[src/rtl/core_pkg.sv]
// Shared definitions for the core pipeline stages.
// Contents:
//   CORE_DW / CORE_RW - default datapath/address width and register index width
//   OP_*              - opcodes the MEM stage needs to decode
//   mem_state_e       - MEM stage access state (IDLE / WAIT)
//   is_mem_op()       - true for opcodes that touch the data memory port
package core_pkg;

    localparam int CORE_DW = 16;
    localparam int CORE_RW = 3;

    localparam logic [3:0] OP_ADD  = 4'b0000;
    localparam logic [3:0] OP_ADI  = 4'b0001;
    localparam logic [3:0] OP_NAND = 4'b0010;
    localparam logic [3:0] OP_LW   = 4'b0100;
    localparam logic [3:0] OP_SW   = 4'b0101;

    typedef enum logic {
        IDLE = 1'b0,
        WAIT = 1'b1
    } mem_state_e;

    function automatic logic is_mem_op(input logic [3:0] op);
        return (op == OP_LW) || (op == OP_SW);
    endfunction

endpackage

[src/rtl/flag_reg.sv]
// Architectural carry/zero flag register with independent update enables.
// Ports:
//   clk, rst_n          - clock, asynchronous active-low reset (flags clear to 0)
//   carry_we, carry_in  - load carry_in into the carry flag when carry_we is high
//   zero_we,  zero_in   - load zero_in into the zero flag when zero_we is high
//   carry, zero         - current flag values
module flag_reg (
    input  logic clk,
    input  logic rst_n,
    input  logic carry_we,
    input  logic carry_in,
    input  logic zero_we,
    input  logic zero_in,
    output logic carry,
    output logic zero
);

    logic carry_q, carry_d;
    logic zero_q,  zero_d;

    always_comb begin
        carry_d = carry_we ? carry_in : carry_q;
        zero_d  = zero_we  ? zero_in  : zero_q;
    end

    always_ff @(posedge clk or negedge rst_n) begin
        if (!rst_n) begin
            carry_q <= 1'b0;
            zero_q  <= 1'b0;
        end else begin
            carry_q <= carry_d;
            zero_q  <= zero_d;
        end
    end

    assign carry = carry_q;
    assign zero  = zero_q;

endmodule

[src/rtl/mem_stage.sv]
// MEM pipeline stage: registers EX results for writeback, runs LW/SW on a
// req/ack data-memory port and owns the carry/zero flag register.
// Ports:
//   clk, rst_n                 - clock, asynchronous active-low reset
//   ex_*                       - instruction from EX; ex_ready is high only in IDLE
//   flush                      - kills the instruction being accepted or in flight
//   mem_req/we/addr/wdata      - memory request, held stable for the whole access
//   mem_rdata, mem_ack         - load data and one-cycle completion pulse
//   mem_err                    - one-cycle pulse when an access times out
//   wb_valid/en/rd/data        - registered writeback payload
//   prev_carry, prev_zero      - architectural flags fed back to the ALU
//   dbg_state                  - current access state, for observation only
// Handshake: an instruction is taken on a rising edge where ex_valid && ex_ready
// && !flush; nothing is taken otherwise, and EX must hold while ex_ready is low.
module mem_stage
    import core_pkg::*;
#(
    parameter int DW      = CORE_DW,
    parameter int RW      = CORE_RW,
    parameter int TIMEOUT = 15
) (
    input  logic          clk,
    input  logic          rst_n,
    input  logic          ex_valid,
    output logic          ex_ready,
    input  logic [3:0]    ex_opcode,
    input  logic [DW-1:0] ex_result,
    input  logic [DW-1:0] ex_store_data,
    input  logic [RW-1:0] ex_rd,
    input  logic          ex_wb,
    input  logic          ex_carry,
    input  logic          ex_zero,
    input  logic          flush,
    output logic          mem_req,
    output logic          mem_we,
    output logic [DW-1:0] mem_addr,
    output logic [DW-1:0] mem_wdata,
    input  logic [DW-1:0] mem_rdata,
    input  logic          mem_ack,
    output logic          mem_err,
    output logic          wb_valid,
    output logic          wb_en,
    output logic [RW-1:0] wb_rd,
    output logic [DW-1:0] wb_data,
    output logic          prev_carry,
    output logic          prev_zero,
    output mem_state_e    dbg_state
);

    // Last counter value before the access is abandoned: the counter starts at
    // 0 in the first WAIT cycle, so mem_req is high for exactly TIMEOUT cycles.
    localparam logic [7:0] CNT_LAST = 8'(TIMEOUT - 1);

    mem_state_e    state_q, state_d;
    logic [7:0]    cnt_q, cnt_d;
    logic          kill_q, kill_d;
    logic          we_q, we_d;
    logic [DW-1:0] addr_q, addr_d;
    logic [DW-1:0] wdata_q, wdata_d;
    logic          lw_q, lw_d;
    logic [RW-1:0] rd_q, rd_d;
    logic          wbl_q, wbl_d;
    logic          wb_valid_q, wb_valid_d;
    logic          wb_en_q, wb_en_d;
    logic [RW-1:0] wb_rd_q, wb_rd_d;
    logic [DW-1:0] wb_data_q, wb_data_d;
    logic          err_q, err_d;

    logic accept;
    logic kill_eff;
    logic carry_we, zero_we, zero_in;

    assign ex_ready = (state_q == IDLE);
    assign accept   = ex_valid && ex_ready && !flush;
    // A flush arriving on the completion cycle itself still kills the result.
    assign kill_eff = kill_q || flush;

    always_comb begin
        state_d    = state_q;
        cnt_d      = cnt_q;
        kill_d     = kill_q;
        we_d       = we_q;
        addr_d     = addr_q;
        wdata_d    = wdata_q;
        lw_d       = lw_q;
        rd_d       = rd_q;
        wbl_d      = wbl_q;
        wb_valid_d = 1'b0;
        wb_en_d    = 1'b0;
        wb_rd_d    = '0;
        wb_data_d  = '0;
        err_d      = 1'b0;
        carry_we   = 1'b0;
        zero_we    = 1'b0;
        zero_in    = (state_q == WAIT) ? (mem_rdata == '0) : ex_zero;

        case (state_q)
            IDLE: begin
                if (accept) begin
                    if (is_mem_op(ex_opcode)) begin
                        state_d = WAIT;
                        cnt_d   = '0;
                        kill_d  = 1'b0;
                        we_d    = (ex_opcode == OP_SW);
                        addr_d  = ex_result;
                        wdata_d = ex_store_data;
                        lw_d    = (ex_opcode == OP_LW);
                        rd_d    = ex_rd;
                        wbl_d   = ex_wb;
                    end else begin
                        wb_valid_d = 1'b1;
                        wb_en_d    = ex_wb;
                        wb_rd_d    = ex_rd;
                        wb_data_d  = ex_result;
                        zero_we    = ex_wb && (ex_opcode == OP_ADD || ex_opcode == OP_ADI ||
                                               ex_opcode == OP_NAND);
                        carry_we   = ex_wb && (ex_opcode == OP_ADD || ex_opcode == OP_ADI);
                    end
                end
            end
            WAIT: begin
                if (mem_ack) begin
                    state_d    = IDLE;
                    cnt_d      = '0;
                    kill_d     = 1'b0;
                    wb_valid_d = 1'b1;
                    wb_rd_d    = rd_q;
                    if (lw_q) begin
                        wb_data_d = mem_rdata;
                        wb_en_d   = wbl_q && !kill_eff;
                        zero_we   = !kill_eff;
                    end
                end else if (cnt_q >= CNT_LAST) begin
                    state_d    = IDLE;
                    cnt_d      = '0;
                    kill_d     = 1'b0;
                    wb_valid_d = 1'b1;
                    wb_rd_d    = rd_q;
                    err_d      = 1'b1;
                end else begin
                    cnt_d  = cnt_q + 8'd1;
                    kill_d = kill_eff;
                end
            end
            default: state_d = IDLE;
        endcase
    end

    always_ff @(posedge clk or negedge rst_n) begin
        if (!rst_n) begin
            state_q    <= IDLE;
            cnt_q      <= '0;
            kill_q     <= 1'b0;
            we_q       <= 1'b0;
            addr_q     <= '0;
            wdata_q    <= '0;
            lw_q       <= 1'b0;
            rd_q       <= '0;
            wbl_q      <= 1'b0;
            wb_valid_q <= 1'b0;
            wb_en_q    <= 1'b0;
            wb_rd_q    <= '0;
            wb_data_q  <= '0;
            err_q      <= 1'b0;
        end else begin
            state_q    <= state_d;
            cnt_q      <= cnt_d;
            kill_q     <= kill_d;
            we_q       <= we_d;
            addr_q     <= addr_d;
            wdata_q    <= wdata_d;
            lw_q       <= lw_d;
            rd_q       <= rd_d;
            wbl_q      <= wbl_d;
            wb_valid_q <= wb_valid_d;
            wb_en_q    <= wb_en_d;
            wb_rd_q    <= wb_rd_d;
            wb_data_q  <= wb_data_d;
            err_q      <= err_d;
        end
    end

    flag_reg u_flag_reg (
        .clk      (clk),
        .rst_n    (rst_n),
        .carry_we (carry_we),
        .carry_in (ex_carry),
        .zero_we  (zero_we),
        .zero_in  (zero_in),
        .carry    (prev_carry),
        .zero     (prev_zero)
    );

    // mem_req comes straight from the state flop so reset drops it at once.
    assign mem_req   = (state_q == WAIT);
    assign mem_we    = we_q;
    assign mem_addr  = addr_q;
    assign mem_wdata = wdata_q;
    assign mem_err   = err_q;
    assign wb_valid  = wb_valid_q;
    assign wb_en     = wb_en_q;
    assign wb_rd     = wb_rd_q;
    assign wb_data   = wb_data_q;
    assign dbg_state = state_q;

endmodule

[config.mk]
export PLATFORM = sky130hd
export DESIGN_NAME = mem_stage
export DESIGN_NICKNAME = d
export VERILOG_FILES = /design/src/rtl/core_pkg.sv /design/src/rtl/flag_reg.sv /design/src/rtl/mem_stage.sv
export SDC_FILE = /design/constraint.sdc
export NUM_CORES = 1
export LEC_CHECK = 0
export BUFFER_PORTS_ARGS = -buffer_cell sky130_fd_sc_hd__buf_2
export CAP_MARGIN = 10
export CORE_ASPECT_RATIO = 0.5
export CORE_MARGIN = 5
export CORE_UTILIZATION = 44
export CTS_BUF_LIST = sky130_fd_sc_hd__clkbuf_4 sky130_fd_sc_hd__clkbuf_8
export DETAILED_ROUTE_END_ITERATION = 16
export PLACE_DENSITY_LB_ADDON = 0.08
export SLEW_MARGIN = 10
export SYNTH_ARGS = -nofsm -noshare
export SYNTH_HDL_FRONTEND = slang
export SYNTH_SLANG_ARGS = --single-unit
export TNS_END_PERCENT = 5
[constraint.sdc]
create_clock -name clk -period 1.7 [get_ports clk]
set_clock_uncertainty 0.2 [all_clocks]
set_input_delay 0.34 -clock clk [delete_from_list [all_inputs] [get_ports clk]]
set_output_delay 0.34 -clock clk [all_outputs]
set_load 0.01 [all_outputs]
# Word level (Yosys, flattened, before mapping)

Index checks and enable logic that the tools add are counted.

$add $sub $neg: 1
Multiply operators: 0
Div/mod/pow operators: 0
$lt $le $gt $ge: 1
Equal/unequal tests: 6
Shift operators: 0
Mux-type cells: 46
Bitwise logic cells: 1
Reduce and logical (&&, ||, !) cells: 15

Operator list:

| cell                                                   | number |
|---|---|
| 2-to-1 mux 16 bit                                      | 4 |
| 2-to-1 mux 8 bit                                       | 4 |
| one-hot mux 16 bit (2 select lines)                    | 1 |
| 2-to-1 mux 1 bit                                       | 26 |
| zero test 16 bit                                       | 1 |
| one-hot mux 8 bit (2 select lines)                     | 1 |
| 2-to-1 mux 3 bit                                       | 4 |
| one-hot mux 1 bit (2 select lines)                     | 5 |
| adder 8 x 1 -> 8 bit (second input constant)           | 1 |
| equality test 4 x 3 -> 1 bit (second input constant)   | 2 |
| >= comparator 8 x 4 -> 1 bit (second input constant)   | 1 |
| one-hot mux 3 bit (2 select lines)                     | 1 |
| logical AND 1 bit                                      | 5 |
| equality test 4 x 1 -> 1 bit (second input constant)   | 1 |
| equality test 4 x 2 -> 1 bit (second input constant)   | 1 |
| zero test 4 bit                                        | 1 |
| logical OR 1 bit                                       | 4 |
| inequality test 2 x 1 -> 1 bit (second input constant) | 2 |
| AND reduction 3 bit                                    | 1 |
| zero test 1 bit                                        | 2 |
| AND reduction 2 bit                                    | 1 |
| NOT 1 bit                                              | 1 |

Bits in registers: 72
Bits in latches: 0
RAM bits: 0
Memory bits (read-only): 0
Input port bits: 63
Output and inout port bits: 60
Logic and storage cells: 86
Memories kept: 0

# Logic depth before layout (Yosys ltp)

Depth after elaboration: 7
Mapped depth: 6
Depth with buffers taken out: 6

# Modules after synthesis

A second synthesis with hierarchy kept.

Cells, all modules: 194
Area, all modules: 2,831.5 um^2

By module, submodules not included:

| module    | instances | cells an instance | area an instance (um^2) | sequential area each (um^2) |
|---|---|---|---|---|
| mem_stage | 1         | 190               | 2,751.4                 | 1,751.7 |
| flag_reg  | 1         | 4                 | 80.1                    | 50.0 |

# Worst setup path after synthesis

OpenSTA, ideal clock, no wires.

Path type: register -> register
Start: register state_q (netlist: dbg_state)
End: register u_flag_reg.zero_q (netlist: u_flag_reg.zero)
Library setup time: 0.128 ns
Arrival time: 1.399 ns
Data required time: 1.372 ns
Path slack: -0.027 ns
Stages on the path, launching flop included: 6
Path buffers: 1
Clock period less this slack: 1.727 ns
Path through: dfrtp_1 > and3_1 > buf_4 > nor3b_2 > a21oi_1 > mux2_1

Cells in the longest elaborated chain, start to end: 5
Elaborated cells on any way between the ends: 6
Classes of those cells: mux (3); bitwise (1); reduce/logical (2)

RTL lines:

| item                               | RTL line         | source |
|---|---|---|
| start, declared                    | mem_stage.sv:54  | `mem_state_e state_q, state_d;` |
| start signal, assigned             | mem_stage.sv:166 | `state_q <= state_d;` |
| NOT 1 bit                          | n/a              |  |
| logical AND 1 bit (2 in a row)     | mem_stage.sv:74  | `assign accept = ex_valid && ex_ready && !flush;` |
| 2-to-1 mux 1 bit                   | mem_stage.sv:99  | `if (accept) begin` |
| one-hot mux 1 bit (2 select lines) | mem_stage.sv:97  | `case (state_q)` |
| end signal, assigned               | flag_reg.sv:32   | `zero_q <= zero_d;` |
| end, declared                      | flag_reg.sv:19   | `logic zero_q, zero_d;` |

Parallel ways exist; a longest one is shown, timed or not.
A chain may end at the register's enable or synchronous reset.

# Worst setup path after layout

Start: register cnt_q[4]
End: register cnt_q[2]

Cells in the longest elaborated chain, start to end: 4

RTL lines:

| item                               | RTL line         | source |
|---|---|---|
| start, declared                    | mem_stage.sv:55  | `logic [7:0] cnt_q, cnt_d;` |
| start signal, assigned             | mem_stage.sv:167 | `cnt_q <= cnt_d;` |
| >= comparator 8 x 4 -> 1 bit       | mem_stage.sv:133 | `end else if (cnt_q >= CNT_LAST) begin` |
| 2-to-1 mux 8 bit                   | mem_stage.sv:133 |  |
| 2-to-1 mux 8 bit                   | mem_stage.sv:122 | `if (mem_ack) begin` |
| one-hot mux 8 bit (2 select lines) | mem_stage.sv:97  |  |

No other way between the ends.

==> impl_metrics.tcl <==
set metrics [dict create \
    globalRouteTotalUtil_pct 20.4 \
    root_buffer "clkbuf_8" \
    first_pass_iters 4 \
    wl_met2_mm 3.82 \
    initial_core_util_pct 45.9 \
    die_x_um 123 \
    chipHeight_um 66.6 \
    place_hpwl_mm 5.44 \
    violations "setup timing" \
    start_kind "register" \
    worstMarginPinSlew_ns 0.420 \
    final_nets 502 \
    rr_startpoint "cnt_q[4]" \
    drive_gt1_share_pct 40.1 \
    regToRegSetupSlack_ns -0.09 \
    criticalPathCategory "register to register" \
    vias 2545 \
    grt_start_max_net_pins 45 \
    vias_per_cell 4.81 \
    wl_met3_um 642 \
    cp_data_required_time_ns 1.78 \
    die-area_mm2 0.00819 \
    route.layer.met1.wl_mm 3.34 \
    cts_max_level 3 \
    core_area_mm2 0.00613 \
    synth_flop_cell "dfrtp_1" \
    grt_pass1_vias 2609 \
    rsz0062_at_grt "true" \
    crit_path_max_fanout 5 \
    async_flop_share_pct 100 \
    cp-end-kind "register" \
    worstSetupEndpoint "cnt_q[2]" \
    setup_violations 6 \
    drv_cap 0 \
    syn_area_mm2 0.00281 \
    overflow 0 \
    io_buffers 122 \
    cts_buffer_depth 2 \
    ys_seq_area_share_pct 64.0 \
    grt_first_pass_wirelength_mm 12.6 \
    fmax_mhz 559 \
    setup_tns_ns -0.223 \
    max_slew_margin_pct 72.0 \
    antenna_found_initial 0 \
    finalCritPeriodShare_pct 105 \
    internal_power_uw 2960 \
    power.leakage_uw 0.00235 \
    drt_wl_total_mm 7.91 \
    pwr-share-clk_pct 29.5 \
    hold_class "input port to register" \
    cp-startpoint "cnt_q[4]" \
    diodes 0 \
    yosys.area.top_type "dfrtp_1" \
    cp.buffers_inverters 1 \
    clock_latency_ns 0.34 \
    ys_ff_latch 72 \
    path_depth 5 \
    ant_nets 0 \
    cts_num_sinks 72 \
    netlist.area_leader.share_pct 64.0 \
    status "finished, violations left" \
    power.switching_uw 1150 \
    r2r_end "cnt_q[2]" \
    path_cells "nor4_4, buf_4, nand4b_1, o22ai_1, a21o_1" \
    swShare_pct 28.0 \
    core.rowCount 20 \
    power_frac_comb_pct 20.2 \
    syn-num-nets 330 \
    ys_types 34 \
    preCtsSetupSlack_ns -0.116 \
    pwr-share-seq_pct 50.3 \
    worst_slack_ns -0.0891 \
    clk_pin_slew_worst_paths_ns 0.07 \
    arrival_ns 1.87 \
    io_pins 123 \
    slowest_delay_ns 0.42 \
    synthCells 265 \
    irDropWorstVdd_uv 605 \
    top_layer "met4" \
    synth_edf_count 0 \
    slew_violations 0 \
    pwr_density_cell_mw_per_mm2 979 \
    drt_iter0_markers 188 \
    reg2reg_depth 5 \
    gp_congestion 0.757 \
    path_delay_family "simple AND/OR/NAND/NOR gates" \
    cpMaxStageDelayCell "dfrtp_1" \
    cts_tree "built" \
    drc_errors 0 \
    synthTopCellsByArea "dfrtp_1 (64%), nand2_1 (15%), a22o_1 (6.2%)" \
    area_growth_pct 49.2 \
    avgSynthCellArea_um2 10.6 \
    synth_warnings 0 \
    hold_viol 0 \
    wl_per_cell_um 15.0 \
    min_from "ex_result[9]" \
    period_minus_slack_ns 1.79 \
    cts_made_buffers 9 \
]
-- logic make-up (layout without fill, tap and decap cells) --
logic type | count (synthesis) | count (layout) | synth area share, %
adders and majority gates | 2 | 2 | 0.889
and+or+nand+nor | 136 | 136 | 20.6
AOI/OAI and AO/OA | 36 | 36 | 10.5
buffers and inverters | 16 | 192 | 2.76
muxes | 3 | 3 | 1.20
DFF | 72 | 72 | 64.0
-- registers in the layout (all words and copies together), names as in the netlist --
register / cells
rd_q: 3
wb_rd: 3
kill_q: 1
mem_err: 1
mem_we: 1
mem_addr: 16
wbl_q: 1
wb_valid: 1
cnt_q: 8
wb_en: 1
u_flag_reg.carry: 1
dbg_state: 1
lw_q: 1
u_flag_reg.zero: 1
mem_wdata: 16
wb_data: 16
-- through the flow --
stage / utilization [%] / total power (uW) / hold slack, ns / area, um2 / cells
after global placement: 59.8 / 2820 / 0.0891 / 3670 / 483
after floorplan: - / 2410 / -0.156 / 2820 / 265
after CTS: 67.7 / 4150 / 0.00195 / 4150 / 527
final: 68.5 / 4110 / 0.0227 / 4200 / 529
after global routing: 68.5 / 4380 / 0.00410 / 4200 / 529
after detailed placement: 59.8 / 2860 / 0.102 / 3670 / 483
-- placed cells by master, fill, tap and decap left out, types with 2 or more instances in the layout --
cell | synthesis | routed
and3_1 | 5 | 4
a32o_1 | 2 | 2
o21ai_0 | 3 | 2
clkbuf_8 | 0 | 11
buf_12 | 0 | 3
dfrtp_1 | 72 | 71
nor3_1 | 2 | 2
buf_2 | 5 | 122
clkinvlp_4 | 0 | 2
nor4_1 | 3 | 2
nor2_1 | 2 | 2
clkinv_2 | 0 | 2
nand4b_1 | 2 | 2
and2_1 | 2 | 2
mux2_2 | 2 | 2
nand2_1 | 112 | 111
a22o_1 | 20 | 20
inv_1 | 3 | 2
dlygate4sd3_1 | 0 | 28
buf_4 | 3 | 20
-- power groups by stage --
stage / logic [uW] / clock network (uW) / registers [uW]
finish: 830 / 1210 / 2070
global route: 931 / 1350 / 2100
CTS: 824 / 1260 / 2070
detailed placement: 766 / 0 / 2090
global placement: 739 / 0 / 2080
floorplan: 227 / 0 / 2190
-- layer usage --
| metal | track usage, % | up-vias |
|---|---|---|
| met4 | 7.31 | 0 |
| met2 | 34.3 | 95 |
| met1 | 24.8 | 1210 |
| met5 | 0 | - |
| met3 | 6.79 | 9 |
| li1 | - | 1231 |
-- timing repair --
item,4_1_cts,5_1_grt
gates resized for setup,4,8
pin swaps,2,7
setup endpoints to repair,7,47
endpoints found under the hold margin,42,0
buffers inserted,1,2
cloned,0,0
hold buffers,28,0
-- final cells by class --
type / instances / area (um2)
fill: 497 / 1930
tap: 88 / 110
inverter: 3 / 15.0
clock buffer: 12 / 159
multi-input combinational: 177 / 981
timing repair buffer: 174 / 1110
clock inverter: 3 / 17.5
sequential: 72 / 1800
-- cells in the mapped netlist, drive strengths merged (3+ instances only) --
| library cell | count |
|---|---|
| dfrtp | 72 |
| buf | 8 |
| nor4 | 3 |
| a22o | 21 |
| o21ai | 3 |
| nand2 | 112 |
| and3 | 5 |
| nor3b | 3 |
| inv | 3 |
| clkbuf | 5 |
| mux2 | 3 |
-- worst min-delay path: cells and delay by family --
| kind | cells | cell delay (ns) |
|---|---|---|
| simple gates | 2 | 0.10 |
| buf+inv | 1 | 0.09 |
-- how the worst min path moves through the flow --
stage | cells past startpoint | to | slack (ns)
final | 3 | mem_addr[9] | 0.02
after global routing | 2 | u_flag_reg.carry | 0.004
after CTS | 2 | u_flag_reg.carry | 0.002
after detailed placement | 1 | kill_q | 0.10
after global placement | 1 | kill_q | 0.09
after floorplan | 0 | cnt_q[0] | -0.16
No activity file was read; power rests on OpenSTA's default activity.
